--- src/rtl/poly_nco_if.sv ---
// Bus bundle for poly_nco: sample request, voice configuration, sine ROM port
// and mixed-sample output. The slave modport is the oscillator side.
interface poly_nco_if #(
   parameter int VOICES  = 8,
   parameter int PHASE_W = 24,
   parameter int ADDR_W  = 12,
   parameter int OUT_W   = 16
);
   localparam int VW = (VOICES > 1) ? $clog2(VOICES) : 1;

   logic                sample_tick;
   logic                cfg_we;
   logic [VW-1:0]       cfg_voice;
   logic [1:0]          cfg_sel;
   logic [PHASE_W-1:0]  cfg_data;
   logic [ADDR_W-1:0]   rom_addr;
   logic [OUT_W-1:0]    rom_data;
   logic [OUT_W-1:0]    out;
   logic                out_valid;
   logic                busy;
   logic                overrun;
   logic [1:0]          dbg_state;

   modport master (
      output sample_tick, cfg_we, cfg_voice, cfg_sel, cfg_data, rom_data,
      input  rom_addr, out, out_valid, busy, overrun, dbg_state
   );

   modport slave (
      input  sample_tick, cfg_we, cfg_voice, cfg_sel, cfg_data, rom_data,
      output rom_addr, out, out_valid, busy, overrun, dbg_state
   );
endinterface

--- src/rtl/poly_nco.sv ---
// Time-multiplexed polyphonic NCO: one phase/waveform/multiply datapath swept
// over all voices per sample tick, summed and saturated into one mixed sample.
module poly_nco #(
   parameter int VOICES  = 8,
   parameter int PHASE_W = 24,
   parameter int ADDR_W  = 12,
   parameter int OUT_W   = 16
) (
   input  logic      Clk,
   input  logic      Reset,
   poly_nco_if.slave bus
);
   // Handshake: sample_tick is a single-cycle request, accepted only while busy=0
   // (otherwise dropped and overrun latches); out_valid is a one-cycle pulse with
   // no back-pressure, and out holds its value until the next pulse.
   localparam int VW = (VOICES > 1) ? $clog2(VOICES) : 1;
   localparam int CW = $clog2(VOICES + 1);
   localparam int AW = OUT_W + VW + 1;

   localparam logic [OUT_W-1:0] MSB_MASK = {1'b1, {(OUT_W-1){1'b0}}};
   localparam logic [OUT_W-1:0] SQ_POS   = {1'b0, {(OUT_W-1){1'b1}}};
   localparam logic [OUT_W-1:0] SQ_NEG   = {1'b1, {(OUT_W-2){1'b0}}, 1'b1};
   localparam logic [AW-1:0]    ACC_HI   = {{(AW-OUT_W){1'b0}}, SQ_POS};
   localparam logic [AW-1:0]    ACC_LO   = {{(AW-OUT_W){1'b1}}, MSB_MASK};

   typedef enum logic [1:0] {
      S_IDLE   = 2'd0,
      S_SWEEP  = 2'd1,
      S_FINISH = 2'd2
   } state_t;

   logic [PHASE_W-1:0] r_freq  [VOICES];
   logic [PHASE_W-1:0] r_phase [VOICES];
   logic [OUT_W-1:0]   r_amp   [VOICES];
   logic [1:0]         r_shape [VOICES];
   logic               r_gate  [VOICES];
   logic               r_sync  [VOICES];

   state_t             r_state;
   state_t             w_next;
   logic [CW-1:0]      r_cnt;
   logic [AW-1:0]      r_acc;
   logic [OUT_W-1:0]   r_out;
   logic               r_out_valid;
   logic               r_overrun;

   logic               r_b_valid;
   logic [OUT_W-1:0]   r_b_q;
   logic [OUT_W-1:0]   r_b_amp;
   logic [1:0]         r_b_shape;
   logic               r_b_gate;

   logic               w_busy;
   logic               w_start;
   logic               w_stage_a;
   logic               w_finish;
   logic [VW-1:0]      w_va;
   logic [PHASE_W-1:0] w_phase_rd;
   logic [PHASE_W-1:0] w_phase_nx;
   logic [OUT_W-2:0]   w_tri_u;
   logic [OUT_W-1:0]   w_wave;
   logic [2*OUT_W-1:0] w_amp_x;
   logic [2*OUT_W-1:0] w_wave_x;
   logic [2*OUT_W-1:0] w_prod;
   logic [OUT_W-1:0]   w_term;
   logic [AW-1:0]      w_term_x;
   logic [OUT_W-1:0]   w_sat;
   logic               w_unused;

   always_comb begin
      w_next    = r_state;
      w_busy    = 1'b0;
      w_start   = 1'b0;
      w_stage_a = 1'b0;
      w_finish  = 1'b0;
      case (r_state)
         S_IDLE: begin
            if (bus.sample_tick) begin
               w_next  = S_SWEEP;
               w_start = 1'b1;
            end
         end
         S_SWEEP: begin
            w_busy    = 1'b1;
            w_stage_a = (r_cnt < CW'(VOICES));
            if (r_cnt == CW'(VOICES)) w_next = S_FINISH;
         end
         S_FINISH: begin
            w_busy   = 1'b1;
            w_finish = 1'b1;
            w_next   = S_IDLE;
         end
         default: w_next = S_IDLE;
      endcase
   end

   // A pending sync makes this stage A see phase 0, then advance from there.
   assign w_va       = r_cnt[VW-1:0];
   assign w_phase_rd = r_sync[w_va] ? '0 : r_phase[w_va];
   assign w_phase_nx = w_phase_rd + (r_gate[w_va] ? r_freq[w_va] : '0);

   assign w_tri_u = r_b_q[OUT_W-1] ? ~r_b_q[OUT_W-2:0] : r_b_q[OUT_W-2:0];

   always_comb begin
      w_wave = bus.rom_data;
      case (r_b_shape)
         2'd0:    w_wave = bus.rom_data;
         2'd1:    w_wave = r_b_q ^ MSB_MASK;
         2'd2:    w_wave = r_b_q[OUT_W-1] ? SQ_NEG : SQ_POS;
         default: w_wave = {w_tri_u, 1'b0} ^ MSB_MASK;
      endcase
   end

   // Sign-extended operands make the low 2*OUT_W bits of the product signed-correct.
   assign w_amp_x  = {{OUT_W{r_b_amp[OUT_W-1]}}, r_b_amp};
   assign w_wave_x = {{OUT_W{w_wave[OUT_W-1]}}, w_wave};
   assign w_prod   = w_amp_x * w_wave_x;
   assign w_term   = w_prod[2*OUT_W-1 -: OUT_W];
   assign w_term_x = r_b_gate ? {{(AW-OUT_W){w_term[OUT_W-1]}}, w_term} : '0;
   assign w_unused = ^w_prod[OUT_W-1:0];

   always_comb begin
      w_sat = r_acc[OUT_W-1:0];
      if ($signed(r_acc) > $signed(ACC_HI))      w_sat = SQ_POS;
      else if ($signed(r_acc) < $signed(ACC_LO)) w_sat = MSB_MASK;
   end

   always_ff @(posedge Clk) begin
      if (Reset) begin
         for (int k = 0; k < VOICES; k++) begin
            r_freq[k]  <= '0;
            r_phase[k] <= '0;
            r_amp[k]   <= '0;
            r_shape[k] <= '0;
            r_gate[k]  <= 1'b0;
            r_sync[k]  <= 1'b0;
         end
         r_state     <= S_IDLE;
         r_cnt       <= '0;
         r_acc       <= '0;
         r_out       <= '0;
         r_out_valid <= 1'b0;
         r_overrun   <= 1'b0;
         r_b_valid   <= 1'b0;
         r_b_q       <= '0;
         r_b_amp     <= '0;
         r_b_shape   <= '0;
         r_b_gate    <= 1'b0;
      end else begin
         r_state     <= w_next;
         r_out_valid <= 1'b0;
         r_b_valid   <= w_stage_a;

         if (bus.sample_tick && w_busy) r_overrun <= 1'b1;

         if (w_start) begin
            r_cnt <= '0;
            r_acc <= '0;
         end else if (r_state == S_SWEEP) begin
            r_cnt <= r_cnt + CW'(1);
         end

         if (w_stage_a) begin
            r_phase[w_va] <= w_phase_nx;
            r_sync[w_va]  <= 1'b0;
            r_b_q         <= w_phase_rd[PHASE_W-1 -: OUT_W];
            r_b_amp       <= r_amp[w_va];
            r_b_shape     <= r_shape[w_va];
            r_b_gate      <= r_gate[w_va];
         end

         if (r_b_valid) r_acc <= r_acc + w_term_x;

         if (w_finish) begin
            r_out       <= w_sat;
            r_out_valid <= 1'b1;
         end

         // Placed after stage A so a racing gate-on still leaves sync pending.
         if (bus.cfg_we && (int'(bus.cfg_voice) < VOICES)) begin
            case (bus.cfg_sel)
               2'd0: r_freq[bus.cfg_voice] <= bus.cfg_data;
               2'd1: r_amp[bus.cfg_voice]  <= bus.cfg_data[OUT_W-1:0];
               2'd2: begin
                  r_shape[bus.cfg_voice] <= bus.cfg_data[1:0];
                  r_gate[bus.cfg_voice]  <= bus.cfg_data[2];
                  if (bus.cfg_data[2] && !r_gate[bus.cfg_voice])
                     r_sync[bus.cfg_voice] <= 1'b1;
               end
               default: ;
            endcase
         end
      end
   end

   assign bus.rom_addr  = w_stage_a ? w_phase_rd[PHASE_W-1 -: ADDR_W] : '0;
   assign bus.out       = r_out;
   assign bus.out_valid = r_out_valid;
   assign bus.busy      = w_busy;
   assign bus.overrun   = r_overrun;
   assign bus.dbg_state = r_state;
endmodule

--- src/flat_wrapper.sv ---
// flat-port wrapper written by rule: the top's interface ports become plain ports
module poly_nco_flat 
#(
   parameter int VOICES  = 8,
   parameter int PHASE_W = 24,
   parameter int ADDR_W  = 12,
   parameter int OUT_W   = 16
)
  (Clk, Reset, bus_sample_tick, bus_cfg_we, bus_cfg_voice, bus_cfg_sel, bus_cfg_data, bus_rom_data, bus_rom_addr, bus_out, bus_out_valid, bus_busy, bus_overrun, bus_dbg_state);
  poly_nco_if #(.VOICES(VOICES), .PHASE_W(PHASE_W), .ADDR_W(ADDR_W), .OUT_W(OUT_W)) bus_i ();
  input  logic Clk;
  input  logic Reset;
  input wire logic [$bits(bus_i.sample_tick)-1:0] bus_sample_tick;
  input wire logic [$bits(bus_i.cfg_we)-1:0] bus_cfg_we;
  input wire logic [$bits(bus_i.cfg_voice)-1:0] bus_cfg_voice;
  input wire logic [$bits(bus_i.cfg_sel)-1:0] bus_cfg_sel;
  input wire logic [$bits(bus_i.cfg_data)-1:0] bus_cfg_data;
  input wire logic [$bits(bus_i.rom_data)-1:0] bus_rom_data;
  output wire logic [$bits(bus_i.rom_addr)-1:0] bus_rom_addr;
  output wire logic [$bits(bus_i.out)-1:0] bus_out;
  output wire logic [$bits(bus_i.out_valid)-1:0] bus_out_valid;
  output wire logic [$bits(bus_i.busy)-1:0] bus_busy;
  output wire logic [$bits(bus_i.overrun)-1:0] bus_overrun;
  output wire logic [$bits(bus_i.dbg_state)-1:0] bus_dbg_state;
  assign bus_i.sample_tick = bus_sample_tick;
  assign bus_i.cfg_we = bus_cfg_we;
  assign bus_i.cfg_voice = bus_cfg_voice;
  assign bus_i.cfg_sel = bus_cfg_sel;
  assign bus_i.cfg_data = bus_cfg_data;
  assign bus_i.rom_data = bus_rom_data;
  assign bus_rom_addr = bus_i.rom_addr;
  assign bus_out = bus_i.out;
  assign bus_out_valid = bus_i.out_valid;
  assign bus_busy = bus_i.busy;
  assign bus_overrun = bus_i.overrun;
  assign bus_dbg_state = bus_i.dbg_state;
  poly_nco #(.VOICES(VOICES), .PHASE_W(PHASE_W), .ADDR_W(ADDR_W), .OUT_W(OUT_W)) u_core (.Clk(Clk), .Reset(Reset), .bus(bus_i));
endmodule
--- config.mk ---
export PLATFORM = sky130hd
export DESIGN_NAME = poly_nco_flat
export DESIGN_NICKNAME = d
export VERILOG_FILES = /design/src/rtl/poly_nco_if.sv /design/src/rtl/poly_nco.sv /design/src/flat_wrapper.sv
export SDC_FILE = /design/constraint.sdc
export NUM_CORES = 2
export LEC_CHECK = 0
export CAP_MARGIN = 5
export CORE_MARGIN = 1.5
export CORE_UTILIZATION = 55
export DETAILED_ROUTE_END_ITERATION = 7
export PLACE_DENSITY = 0.74
export SETUP_SLACK_MARGIN = 0.1
export SKIP_CTS_REPAIR_TIMING = 1
export SYNTH_ARGS = -nofsm -noshare
export SYNTH_HDL_FRONTEND = slang
export SYNTH_SLANG_ARGS = --single-unit
--- constraint.sdc ---
create_clock -name Clk -period 18.9 [get_ports Clk]
set_clock_uncertainty 0.1 [all_clocks]
set_input_delay 1.89 -clock Clk [delete_from_list [all_inputs] [get_ports Clk]]
set_output_delay 1.89 -clock Clk [all_outputs]
set_load 0.05 [all_outputs]
==> results.md <==
* Drt wl/cell at between 20 and 25 um
* HPWL Detailed at roughly 63000 um
* Critical Path RT at a little under 20000 ps
* Largest stage delay, worst path at between 700 and 800 ps
* Hold crit path type: reg2reg
* Crit path launch type: input pin
* Starting Density at 55.5%
* Cell repeated most along the worst path: fa_1
* Initial drt markers at 2471
* Clk slew on worst S/H paths at 60 ps
* Core box area at 0.0699 sq mm
* Worst EP arrival at between 10000 and 15000 ps
* Number of global-route vias before repair at ~27000
* Synth area leader: edfxtp_1
* # DRC at 0
* Port buffer count at approximately 80
* Multi-input gate area in the final layout at roughly 0.019 sq mm
* CTS H-tree lvls at 3
* Clock sink count at 627
* Count of unique library cells instantiated by Yosys at 71
* Total Routed Length at just under 100000 um
* DP Area at 0.0405 sq mm
* Die Width at between 200 and 300 um
* Clk_lat worst skew at about 620 ps
* Asr flop ratio synth at 0%
* Nets at approximately 3700
* IO Count at slightly above 80
* Post-route setup TNS at 0 ps
* Number of enable flip-flop cells after synthesis at between 500 and 600
* Layout Cell Area excl Fill at about 0.043 sq mm
* Seq cells post-synth at roughly 630
* Achievable Freq at around 90 MHz
* Register Area at ~0.018 sq mm
* Syn_nets at ~3700
* Worst Hold Margin at approximately 360 ps
* Worst Setup Path Type: in2reg
* Die ar. at between 0.07 and 0.08 sq mm
* Final worst-path cycle share at between 50% and 60%
* Peak supply drop at approximately 0.00023 V
* Synth Instances at ~3300
* Outcome: complete, no violations
* Worst slew pin tran at ~1300 ps
* Post-synth top flop: edfxtp_1
* Final setup violation count at 0
* Antenna viol nets, final at 0
* Final Max Tran Viols at 0
* RSZ-0062 raised after global routing: false
* Chip Height at 269 um
* Largest net degree at the start of global routing at between 60 and 70
* Synthesized cell area at around 0.039 sq mm
* Max-Cap Viols at 0
* Total CTS buffers at 67
* Layout Cells excl Fill at 4282
* CTS tree: built
* Routed vias at ~25000
* Post-synth top area share at 41.5%
* Max-slew headroom at about a tenth
* Sequential area share after synthesis at a little under half
* CP Capture Type: flop
* Endpoints failing hold at 0
* Initial antenna violation count at 3
* Worst Path Max Fanout at 16
* Avg Cell Area, Syn at around 12 sq um
* First-pass GRT wire length at ~150000 um
* Gr usage total at approximately 28%
* Slowest cell on the critical path: o221ai_2
* P&R area growth vs syn at 10.2%
* Routability Congestion at around 0.89
* YS warnings at 0
* Leakage at between 15 and 20 nW
* First-pass DRT Iterations at 6
* FILL cells at about 5400
* PwrDens at around 150 mW/mm^2
* Placed cell count at 4164
* Vias/cell at between 5 and 6
* Layout cells sized above 1 at between 10% and 20%
* Fin crit period at approximately 11000 ps
* ANT cells at 0
* # rows at slightly below 100
* Remaining Overflow, GRT at 0
* Root Driver: clkbuf_16
* Clk buf depth at 3
* Synth area leaders: edfxtp_1 (41%), fa_1 (14%), mux4_2 (7.9%)
[cells in the final DEF (no fill, tap or decap), types with 8 or more instances in the layout]
cell	synthesis	layout
clkdlybuf4s50_1	0	80
nand3_1	14	11
clkinv_1	1	11
a21oi_1	73	73
o21ai_0	38	37
fa_1	263	263
o21bai_1	13	12
dfxtp_1	91	86
and2_1	340	340
edfxtp_1	536	536
bufinv_16	0	8
inv_1	341	341
nor2_1	375	375
clkbuf_16	0	70
a311oi_1	18	18
clkbuf_1	166	13
mux4_2	136	136
or2_2	23	23
o22ai_1	10	10
buf_4	1	57
nor2b_1	80	79
ha_1	127	127
nand2b_1	46	39
o31ai_1	13	11
xnor2_1	47	47
nand2_1	209	209
nor3_1	81	81
xor2_1	27	27
mux2i_1	52	51
a22oi_1	13	13
a21o_1	20	20
o21ai_1	9	10
[routing by layer]
| metal | track usage (%) | vias up | wire length [um] |
|---|---|---|---|
| li1 | - | 11100 | - |
| met1 | 36.5 | 12700 | 37800 |
| met2 | 45.5 | 1124 | 46500 |
| met3 | 4.75 | 213 | 8120 |
| met4 | 10.8 | 4 | 3670 |
| met5 | 0 | - | 17 |
[area by class of cell]
type,instances,area share (%)
well taps,940,2.75
clock buffers,88,4.37
inverters,342,3.00
multi-input cells,2118,44.2
clock inverters,30,0.921
repair buffers,137,2.87
flip-flops and latches,627,41.9
[worst paths after layout]
check / startpoint / end / slack (ps) / depth (start not counted)
worst min-delay path: u_core.r_b_q[12] / u_core.r_b_q[12] / 360 / 2
worst min register to register: u_core.r_b_q[12] / u_core.r_b_q[12] / 360 / 2
worst max-delay path: bus_rom_data[1] / u_core.r_acc[18] / 7680 / 37
worst max register to register: u_core.r_b_q[15] / u_core.r_acc[18] / 8410 / 38
[state kept, by name, summed over array words and instances, names as in the netlist, named ones only]
name / flops
u_core.r_cnt: 4
u_core.bus.dbg_state: 2
u_core.r_amp: 128
u_core.r_b_shape: 2
u_core.r_phase: 192
u_core.bus.out_valid: 1
u_core.r_sync: 8
u_core.r_b_amp: 16
u_core.r_b_gate: 1
u_core.r_b_valid: 1
u_core.r_freq: 192
u_core.bus.out: 16
u_core.r_acc: 20
u_core.bus.overrun: 1
u_core.r_b_q: 16
u_core.r_gate: 8
u_core.r_shape: 16
[stage by stage]
stage               power [mW]  setup slack, ps  util (%)
CTS                       6.33             7780      61.2
finish                    6.30             7680      61.2
detailed placement        4.95             7180      58.0
floorplan                 4.18             8680         -
global placement          4.83             7410      58.0
global route              6.80             7220      61.2
[worst max-delay path: cells and delay by family]
kind	cells	cell delay (ps)
compound gates	16	4060
xor+xnor	2	290
fa+ha+maj	8	3710
buf+inv	5	670
mux	1	80
simple gates	5	910
[where the power goes]
| part | internal (mW) | switching (mW) |
|---|---|---|
| clock | 0.810 | 0.555 |
| combinational | 1.39 | 1.91 |
| sequential | 1.58 | 0.0546 |
| total | 3.78 | 2.52 |
[synthesized netlist by cell type, drive strengths merged, types with 10 or more instances]
master	instances
a22oi	13
edfxtp	536
o21bai	13
o31ai	13
nand2b	46
o21ai	47
and2	340
nand3	14
dfxtp	91
o22ai	10
mux4	136
a21o	20
a311oi	18
nor2b	80
nor3	81
clkbuf	166
fa	263
nand2	209
a21oi	76
xor2	27
nor2	375
buf	34
mux2i	52
or2	23
xnor2	47
inv	341
ha	127
[cell families (layout without fill, tap and decap cells)]
group / Yosys count / in the layout / synth area share, %
AND/OR/NAND/NOR: 1206 / 1206 / 15.5
multiplexers: 190 / 190 / 9.29
adder cells (fa/ha/maj): 390 / 390 / 17.7
AO/OA/AOI/OAI: 258 / 258 / 4.45
flip-flops: 627 / 627 / 46.2
buffers and inverters: 542 / 597 / 5.29
XOR/XNOR: 74 / 74 / 1.67
No activity file was read; power rests on OpenSTA's default activity.
